==> config.mk <==
export PLATFORM = sky130hd
export DESIGN_NAME = pe_cmd_sequencer
export DESIGN_NICKNAME = d
export VERILOG_FILES = /design/src/rtl/pe_cmd_sequencer.sv
export SDC_FILE = /design/constraint.sdc
export NUM_CORES = 1
export LEC_CHECK = 0
export ABC_AREA = 1
export BUFFER_PORTS_ARGS = -buffer_cell sky130_fd_sc_hd__buf_2
export CORE_MARGIN = 4
export CORE_UTILIZATION = 30
export CTS_CLUSTER_DIAMETER = 60
export DETAILED_ROUTE_END_ITERATION = 10
export PLACE_DENSITY = 0.51
export REMOVE_ABC_BUFFERS = 1
export SYNTH_ARGS = -nofsm -noshare
export SYNTH_HDL_FRONTEND = slang
export SYNTH_SLANG_ARGS = --single-unit
==> constraint.sdc <==
create_clock -name CLK -period 6.1 [get_ports CLK]
set_input_delay 0 -clock CLK [delete_from_list [all_inputs] [get_ports CLK]]
set_output_delay 0 -clock CLK [all_outputs]
set_load 0.05 [all_outputs]
==> src/rtl/pe_cmd_sequencer.sv <==
`default_nettype none
// +------------------------------------------------------------------+
// | pe_cmd_sequencer: loadable command program issuer for pe_array   |
// | Revision: 1.0                                                    |
// +------------------------------------------------------------------+
module pe_cmd_sequencer #(
  parameter int PRECISION        = 8,
  parameter int OUTPUT_PRECISION = 32,
  parameter int DEPTH            = 16,
  parameter int TIMEOUT          = 255
) (
  input  logic                          CLK,
  input  logic                          RST,
  input  logic                          prog_we,
  input  logic [$clog2(DEPTH)-1:0]      prog_addr,
  input  logic [10+2*PRECISION-1:0]     prog_data,
  input  logic [$clog2(DEPTH):0]        prog_len,
  input  logic                          start,
  output logic                          busy,
  output logic                          done,
  output logic                          error,
  output logic [2:0]                    command_to_execute,
  output logic [1:0]                    shift_direction,
  output logic                          image_to_shift,
  output logic [PRECISION-1:0]          a_overwrite,
  output logic [PRECISION-1:0]          b_overwrite,
  output logic                          array_ack,
  input  logic                          ready,
  input  logic [OUTPUT_PRECISION-1:0]   s_out_array,
  output logic [OUTPUT_PRECISION-1:0]   result,
  output logic                          result_valid
);

  localparam int AW = $clog2(DEPTH);
  localparam int EW = 10 + 2*PRECISION;
  localparam int TW = (TIMEOUT > 0) ? $clog2(TIMEOUT + 1) : 1;
  localparam logic [AW:0]   LEN_MAX = (AW+1)'(DEPTH);
  localparam logic [TW-1:0] TMO     = TW'(TIMEOUT);

  localparam logic [1:0] S_IDLE  = 2'd0;
  localparam logic [1:0] S_ISSUE = 2'd1;
  localparam logic [1:0] S_WAIT  = 2'd2;
  localparam logic [1:0] S_ACK   = 2'd3;

  logic [EW-1:0] mem_q [DEPTH];

  logic [1:0]    state_q, state_d;
  logic [AW-1:0] pc_q, pc_d;
  logic [AW:0]   len_q, len_d;
  logic [3:0]    rep_q, rep_d;
  logic [TW-1:0] timer_q, timer_d;

  logic                        busy_q, busy_d;
  logic                        done_q, done_d;
  logic                        error_q, error_d;
  logic [2:0]                  cmd_q, cmd_d;
  logic [1:0]                  dir_q, dir_d;
  logic                        img_q, img_d;
  logic [PRECISION-1:0]        a_q, a_d;
  logic [PRECISION-1:0]        b_q, b_d;
  logic                        ack_q, ack_d;
  logic [OUTPUT_PRECISION-1:0] result_q, result_d;
  logic                        rv_q, rv_d;

  logic          idle;
  logic          mem_we;
  logic          start_ok;
  logic [AW:0]   len_sel;
  logic [AW-1:0] pc_inc;
  logic [EW-1:0] entry0;
  logic [EW-1:0] entry_cur;
  logic [EW-1:0] entry_nxt;
  logic          timeout_hit;
  logic          last;
  logic          load_en;
  logic [EW-1:0] load_word;

  assign idle      = (state_q == S_IDLE);
  assign mem_we    = prog_we && idle;
  assign start_ok  = start && idle;
  assign len_sel   = (prog_len > LEN_MAX) ? LEN_MAX : prog_len;
  assign pc_inc    = pc_q + AW'(1);
  // A write landing in the launch cycle must be seen by the first issue.
  assign entry0    = (mem_we && (prog_addr == '0)) ? prog_data : mem_q[0];
  assign entry_cur = mem_q[pc_q];
  assign entry_nxt = mem_q[pc_inc];
  assign timeout_hit = ((state_q == S_ISSUE) || (state_q == S_WAIT)) && (timer_q == TMO);
  assign last      = ({1'b0, pc_q} == (len_q - (AW+1)'(1)));

  always_ff @(posedge CLK) begin
    if (mem_we) begin
      mem_q[prog_addr] <= prog_data;
    end
  end

  always_ff @(posedge CLK) begin
    if (RST) begin
      state_q  <= S_IDLE;
      pc_q     <= '0;
      len_q    <= '0;
      rep_q    <= '0;
      timer_q  <= '0;
      busy_q   <= 1'b0;
      done_q   <= 1'b0;
      error_q  <= 1'b0;
      cmd_q    <= 3'b000;
      dir_q    <= '0;
      img_q    <= 1'b0;
      a_q      <= '0;
      b_q      <= '0;
      ack_q    <= 1'b1;
      result_q <= '0;
      rv_q     <= 1'b0;
    end else begin
      state_q  <= state_d;
      pc_q     <= pc_d;
      len_q    <= len_d;
      rep_q    <= rep_d;
      timer_q  <= timer_d;
      busy_q   <= busy_d;
      done_q   <= done_d;
      error_q  <= error_d;
      cmd_q    <= cmd_d;
      dir_q    <= dir_d;
      img_q    <= img_d;
      a_q      <= a_d;
      b_q      <= b_d;
      ack_q    <= ack_d;
      result_q <= result_d;
      rv_q     <= rv_d;
    end
  end

  always_comb begin
    state_d = state_q;
    pc_d    = pc_q;
    len_d   = len_q;
    rep_d   = rep_q;
    timer_d = timer_q;
    case (state_q)
      S_IDLE: begin
        if (start_ok && (len_sel != '0)) begin
          state_d = S_ISSUE;
          pc_d    = '0;
          len_d   = len_sel;
          rep_d   = entry0[9:6];
          timer_d = '0;
        end
      end
      S_ISSUE: begin
        if (timeout_hit) begin
          state_d = S_IDLE;
        end else begin
          timer_d = timer_q + TW'(1);
          if (!ready) state_d = S_WAIT;
        end
      end
      S_WAIT: begin
        if (timeout_hit) begin
          state_d = S_IDLE;
        end else begin
          timer_d = timer_q + TW'(1);
          if (ready) state_d = S_ACK;
        end
      end
      S_ACK: begin
        timer_d = '0;
        state_d = S_ISSUE;
        if (rep_q != 4'd0) begin
          rep_d = rep_q - 4'd1;
        end else if (last) begin
          state_d = S_IDLE;
        end else begin
          pc_d  = pc_inc;
          rep_d = entry_nxt[9:6];
        end
      end
      default: state_d = S_IDLE;
    endcase
  end

  always_comb begin
    load_en   = 1'b0;
    load_word = entry_cur;
    busy_d    = (state_d != S_IDLE);
    done_d    = 1'b0;
    rv_d      = 1'b0;
    error_d   = error_q;
    result_d  = result_q;
    cmd_d     = cmd_q;
    dir_d     = dir_q;
    img_d     = img_q;
    a_d       = a_q;
    b_d       = b_q;
    ack_d     = ack_q;
    case (state_q)
      S_IDLE: begin
        if (start_ok) begin
          error_d = 1'b0;
          if (len_sel == '0) begin
            done_d = 1'b1;
          end else begin
            load_en   = 1'b1;
            load_word = entry0;
          end
        end
      end
      S_ISSUE, S_WAIT: begin
        if (timeout_hit) begin
          error_d = 1'b1;
          cmd_d   = 3'b000;
          ack_d   = 1'b1;
        end else if ((state_q == S_WAIT) && ready) begin
          result_d = s_out_array;
          rv_d     = 1'b1;
          cmd_d    = 3'b000;
          ack_d    = 1'b1;
        end
      end
      S_ACK: begin
        if (rep_q != 4'd0) begin
          load_en   = 1'b1;
          load_word = entry_cur;
        end else if (!last) begin
          load_en   = 1'b1;
          load_word = entry_nxt;
        end else begin
          done_d = 1'b1;
        end
      end
      default: ;
    endcase
    if (load_en) begin
      cmd_d = load_word[2:0];
      dir_d = load_word[4:3];
      img_d = load_word[5];
      a_d   = load_word[9+PRECISION:10];
      b_d   = load_word[9+2*PRECISION:10+PRECISION];
      ack_d = 1'b0;
    end
  end

  assign busy               = busy_q;
  assign done               = done_q;
  assign error              = error_q;
  assign command_to_execute = cmd_q;
  assign shift_direction    = dir_q;
  assign image_to_shift     = img_q;
  assign a_overwrite        = a_q;
  assign b_overwrite        = b_q;
  assign array_ack          = ack_q;
  assign result             = result_q;
  assign result_valid       = rv_q;

endmodule
`default_nettype wire
# Word-level counts from Yosys, hierarchy flattened
# Memories as Yosys holds them, arrays and structs flattened. A register that Yosys moved wholly into a read port is not among the register bits.
# Cells that the tools add are included.
word_totals:
  register_bits: 82
  latchBits: 0
  ramBits: 416
  mem_bits_ro: 0
  in_bits: 72
  out_inout_bits: 59
  wordCells: 114
  memories: 1
classes:
  n_addsub: 4
  multipliers: 0
  n_div: 0
  order_cmp: 1
  n_eq_ne: 12
  n_shift: 0
  mux: 52
  bitwise_logic: 2
  reduce_logical: 26
memory_table:
  columns: ["name", "words", "width", "read_ports", "rd_clocked_by_memory_dff", "wr", "line", "source"]
  rows:
  - ["mem_q", 16, 26, 3, 1, 1, "45", "logic [EW-1:0] mem_q [DEPTH];"]
ops:
  columns: ["operator", "count"]
  rows:
  - ["two-way mux 26 bit", 5]
  - ["case mux 26 bit (2 select lines)", 1]
  - ["two-way mux 4 bit", 8]
  - ["case mux 8 bit (3 select lines)", 1]
  - ["two-way mux 1 bit", 19]
  - ["two-way mux 8 bit", 2]
  - ["case mux 4 bit (2 select lines)", 2]
  - ["two-way mux 3 bit", 4]
  - ["two-way mux 2 bit", 5]
  - ["AND reduction 3 bit", 3]
  - ["adder 8 x 1 -> 8 bit, second input constant", 1]
  - ["== test 8 bit, second input constant", 1]
  - ["case mux 2 bit (4 select lines)", 1]
  - ["nonzero test 2 bit", 4]
  - ["logical AND 1 bit", 6]
  - ["!= test 2 x 1 -> 1 bit, second input constant", 3]
  - ["!= test 2 bit, second input constant", 3]
  - ["case mux 1 bit (2 select lines)", 3]
  - ["AND reduction 2 bit", 3]
  - ["== test 4 x 5 -> 1 bit", 1]
  - ["> comparator 5 bit, second input constant", 1]
  - ["zero test 5 bit", 1]
  - ["two-way mux 5 bit", 1]
  - ["nonzero test 5 bit", 1]
  - ["other kinds (15)", 17]

# Depth between registers and ports, before layout
depth:
  depth_word: 8
  mapped_depth: 17

# Least setup slack after synthesis
# Ideal clock, no wire load.
synth_timing:
  path_type: "register -> register"
  start: "register state_q[1]"
  end: "memory mem_q[13][0] (netlist name) (enable)"
  setup_ns: 0.409
  arrival_ns: 2.096
  setup_slack_ns: 3.596
  stages_incl_launch_ff: 8
  period_less_slack_ns: 2.504
  cell_sequence: "dfxtp_1 -> inv_1 -> ha_1 -> buf_2 -> nand2_1 -> inv_2 -> nand3_1 -> nor2_1"
synth_via:
  elab_chain_len: 4
synth_lines:
  columns: ["item", "line", "source"]
  rows:
  - ["from (decl)", "47", "logic [1:0] state_q, state_d;"]
  - ["from (signal assigned)", "115", "state_q <= state_d;"]
  - ["zero test 2 bit", "78", "assign idle = (state_q == S_IDLE);"]
  - ["logical AND 1 bit", "79", "assign mem_we = prog_we && idle;"]
  - ["two-way mux 1 bit", "91", "if (mem_we) begin"]
  - ["two-way mux 1 bit (not written as such)", "92", "mem_q[prog_addr] <= prog_data;"]
  - ["to (decl)", "45", null]
# Every way passes these cells.

# Final worst setup path
layout_timing:
  start: "register pc_q[0]"
  end: "register b_q[0] (netlist: b_overwrite[0])"
layout_via:
  elab_chain_len: 5
  elab_cells_between_ends: 9
  classes_between: "1 x add/sub; 1 x eq/ne; 6 x mux; 1 x memory"
layout_lines:
  columns: ["item", "line", "source"]
  rows:
  - ["from (decl)", "48", "logic [AW-1:0] pc_q, pc_d;"]
  - ["from (signal assigned)", "116", "pc_q <= pc_d;"]
  - ["adder 4 x 1 -> 4 bit", "82", "assign pc_inc = pc_q + AW'(1);"]
  - ["memory read (16 x 26 bit)", null, null]
  - ["two-way mux 26 bit", "224", "end else if (!last) begin"]
  - ["two-way mux 26 bit", "221", "if (rep_q != 4'd0) begin"]
  - ["case mux 26 bit (2 select lines)", "196", "case (state_q)"]
  - ["to (signal assigned)", "110", "b_q <= '0;"]
  - ["to (signal assigned)", "127", "b_q <= b_d;"]
  - ["to (decl)", "60", "logic [PRECISION-1:0] b_q, b_d;"]
# Parallel ways exist; a longest one is shown, timed or not.
# A chain may end at the register's enable or synchronous reset.

==> flow_metrics.py <==
metrics = {
    "route": {
        "routed_wl_um": 82850,
        "dr.pass1.iters": 8,
        "ant_nets": 0,
        "drtIter0Drc": 1784,
        "route.vias.total": 20516,
        "vias_per_cell": 5.269,
        "wl_per_cell_um": 21.28,
        "route.detailed.drc": 0,
    },
    "floorplan": {
        "io_pins": 131,
        "die_w_um": 292.1,
        "die_y_um": 292.1,
        "rows": 103,
        "initial_core_util": 0.3046,
        "core_area_um2": 79520,
        "dieArea_um2": 85340,
    },
    "cts": {
        "path_clk_slew_ns": 0.06,
        "hold_buffers": 73,
        "cts_inserted_buffers": 57,
        "cts.sinks": 502,
        "post_cts_resize_count": 0,
        "insertion_delay_ns": 0.63,
        "clock_path_buffers": 3,
        "root_buffer": "clkbuf_16",
        "tritoncts": "yes",
        "post_cts_buffers": 0,
        "htreeDepth": 2,
    },
    "layout": {
        "synthToLayoutAreaGrowth_pct": 17.38,
        "nFillCells": 7836,
        "layout-drive-gt1-share": 0.1038,
        "layout.nets": 2874,
        "final_cells": 3894,
    },
    "place": {
        "hpwl_um": 43550,
        "post-place-cells": 3712,
        "gp_congestion": 0.8172,
        "place_ws_ns": 2.188,
        "place.port_buffers": 130,
    },
    "synthesis": {
        "ys_seq_area_frac": 0.5869,
        "syn-instance-count": 2678,
        "async_flop_share": 0,
        "synthTopCellsByCount": "nand2_1, nand3_1, edfxtp_1",
        "synth_area_leaders": "edfxtp_1, nand2_1, nand3_1",
        "synth.avg_cell_area_um2": 9.044,
        "synth_area_um2": 24220,
        "ys_warn_count": 0,
        "synth.most_common_cell": "nand2_1",
        "yosysTopAreaCellShare": 0.5158,
        "synthFlopType": "edfxtp_1",
        "synth-edff-count": 416,
        "ys_types": 35,
        "synth_top_cell_by_area": "edfxtp_1",
        "ys_ff_latch": 502,
    },
    "worst_setup_path": {
        "cpLargestDelayFamily": "buffers and inverters",
        "cp-end-kind": "flip-flop",
        "cp.arrival_ns": 4.53,
        "worst_setup_path_start_kind": "flip-flop",
        "crit_path_cell_trace": "buf_4 -> buf_4 -> nand2_1 -> nand3_1 -> nand3_1 -> nand2_1 -> nand2_1 -> nand2_1 -> nand2_1 -> nand3_1 -> nor2_1 -> nor2_1",
        "path_max_fanout": 123,
        "path_class": "reg2reg",
        "cpMostUsedCell": "nand2_1",
        "crit_cells": 12,
        "path_buf_inv": 2,
        "slowest_stage": "buf_4",
        "cpPeakStageDelay_ns": 1.02,
        "worstPathRequired_ns": 6.65,
        "ff2ff_path_depth": 12,
    },
    "sta": {
        "finalCritPeriodShare": 0.6524,
        "hold_ws_ns": 0.1438,
        "period_needed_ns": 3.979,
        "rsz0062_at_grt": "no",
        "fin_ws_ns": 2.121,
        "tightest_slew_ns": 1.300,
        "slew_headroom": 0.1332,
        "skew_ns": 0.02467,
        "finalHoldViolCount": 0,
        "setup-tns-final_ns": 0,
        "drv_slew": 0,
        "fmax_mhz": 251.3,
        "setup_violations": 0,
    },
    "pwr": {
        "pwr-share-clk": 0.343,
        "pwr-share-seq": 0.413,
        "power_density_nw_per_um2": 340.0,
        "comb_power_share": 0.245,
        "internal_power_uw": 6439,
        "total_power_uw": 9665,
        "switchingPower_uw": 3226,
        "switching_share": 0.3338,
        "peakVddDrop_mv": 0.2381,
        "leakagePower_uw": 0.01080,
    },
    "global_route": {
        "grt_usage": 0.1870,
        "overflow": 0,
        "antenna_found_initial": 4,
        "grt_pass1_vias": 19797,
        "grt_pass1_wl_um": 123100,
        "grt_max_degree": 124,
    },
    "hold_path": {
        "hp-class": "in2reg",
        "whs_path_depth": 4,
    },
    "outcome": {
        "outcome": "finished clean",
    },
    "run": {
        "max_cap_violations": 0,
    },
}
kinds of logic after synthesis:
logic type      after synthesis  synth area share
compound gates              571            0.1317
fa+ha+maj                     8          0.004133
buf+inv                     387           0.06385
simple gates               1205            0.2113
xor+xnor                      5          0.002119
flops                       502            0.5869
power by group through the flow:
stage	clock [uW]	combinational, uW	sequential [uW]
finish	3310	2360	3990
global route	3540	2630	4000
CTS	3390	2340	3990
detailed placement	0	2290	4060
global placement	0	2260	4050
floorplan	0	1400	4240
worst min-delay path, stage by stage:
cell,delay [ns]
dlygate4sd3_1,0.52
buf_2,0.10
nor2_1,0.03
nor2_1,0.08
cells in the final DEF, fill, tap and decap left out, types with 63 or more instances in the layout:
| master | instances |
|---|---|
| nand3_1 | 428 |
| o211ai_1 | 110 |
| dlygate4sd3_1 | 73 |
| a21oi_1 | 177 |
| nor2_1 | 162 |
| edfxtp_1 | 416 |
| o21ai_1 | 63 |
| o21ai_0 | 197 |
| buf_2 | 130 |
| dfxtp_1 | 82 |
| nand2_1 | 577 |
| inv_1 | 188 |
flip-flops by register name (all words and copies together), names as in the netlist, named ones only:
register            cells
done                    1
result                 32
image_to_shift          1
pc_q                    4
rep_q                   4
a_overwrite             8
array_ack               1
mem_q                 416
result_valid            1
error                   1
state_q                 2
shift_direction         2
command_to_execute      3
len_q                   5
busy                    1
timer_q                 8
b_overwrite             8
final cells by class:
class	instances	area [um2]	share of cell area
diodes	3	7.507	0.0002641
clock buffers	89	1642	0.05774
clock inverters	17	158.9	0.005590
inverters	202	768.2	0.02702
multi-input cells	1789	8626	0.3034
flip-flops and latches	502	14230	0.5004
well taps	1050	1314	0.04621
repair buffers	242	1687	0.05933
through the flow:
| stage | area (um2) | utilization |
|---|---|---|
| 3_5_place_dp | 25890 | 0.3256 |
| 5_1_grt | 28420 | 0.3574 |
| 4_1_cts | 28420 | 0.3574 |
| 2_1_floorplan | 23430 | - |
| 6_report | 28430 | 0.3575 |
| 3_3_place_gp | 25890 | 0.3256 |
per-layer routing:
layer,global-route usage,part of all wire,up-vias
met5,0,0.00048,-
met4,0.06568,0.033,6
met3,0.03164,0.078,198
met2,0.3190,0.48,921
met1,0.2402,0.41,9845
li1,-,-,9546
final timing paths:
path / from / endpoint / slack [ns]
worst max register to register: pc_q[0]$_SDFFE_PP0P_ / b_overwrite[0]$_SDFFE_PP0P_ / 2.12
worst max-delay path: pc_q[0]$_SDFFE_PP0P_ / b_overwrite[0]$_SDFFE_PP0P_ / 2.12
worst min-delay path: s_out_array[9] / result[9]$_SDFFE_PP0P_ / 0.14
worst min register to register: timer_q[2]$_SDFFE_PP0P_ / timer_q[2]$_SDFFE_PP0P_ / 0.49
Note: power is estimated with default switching activity, not from simulation.
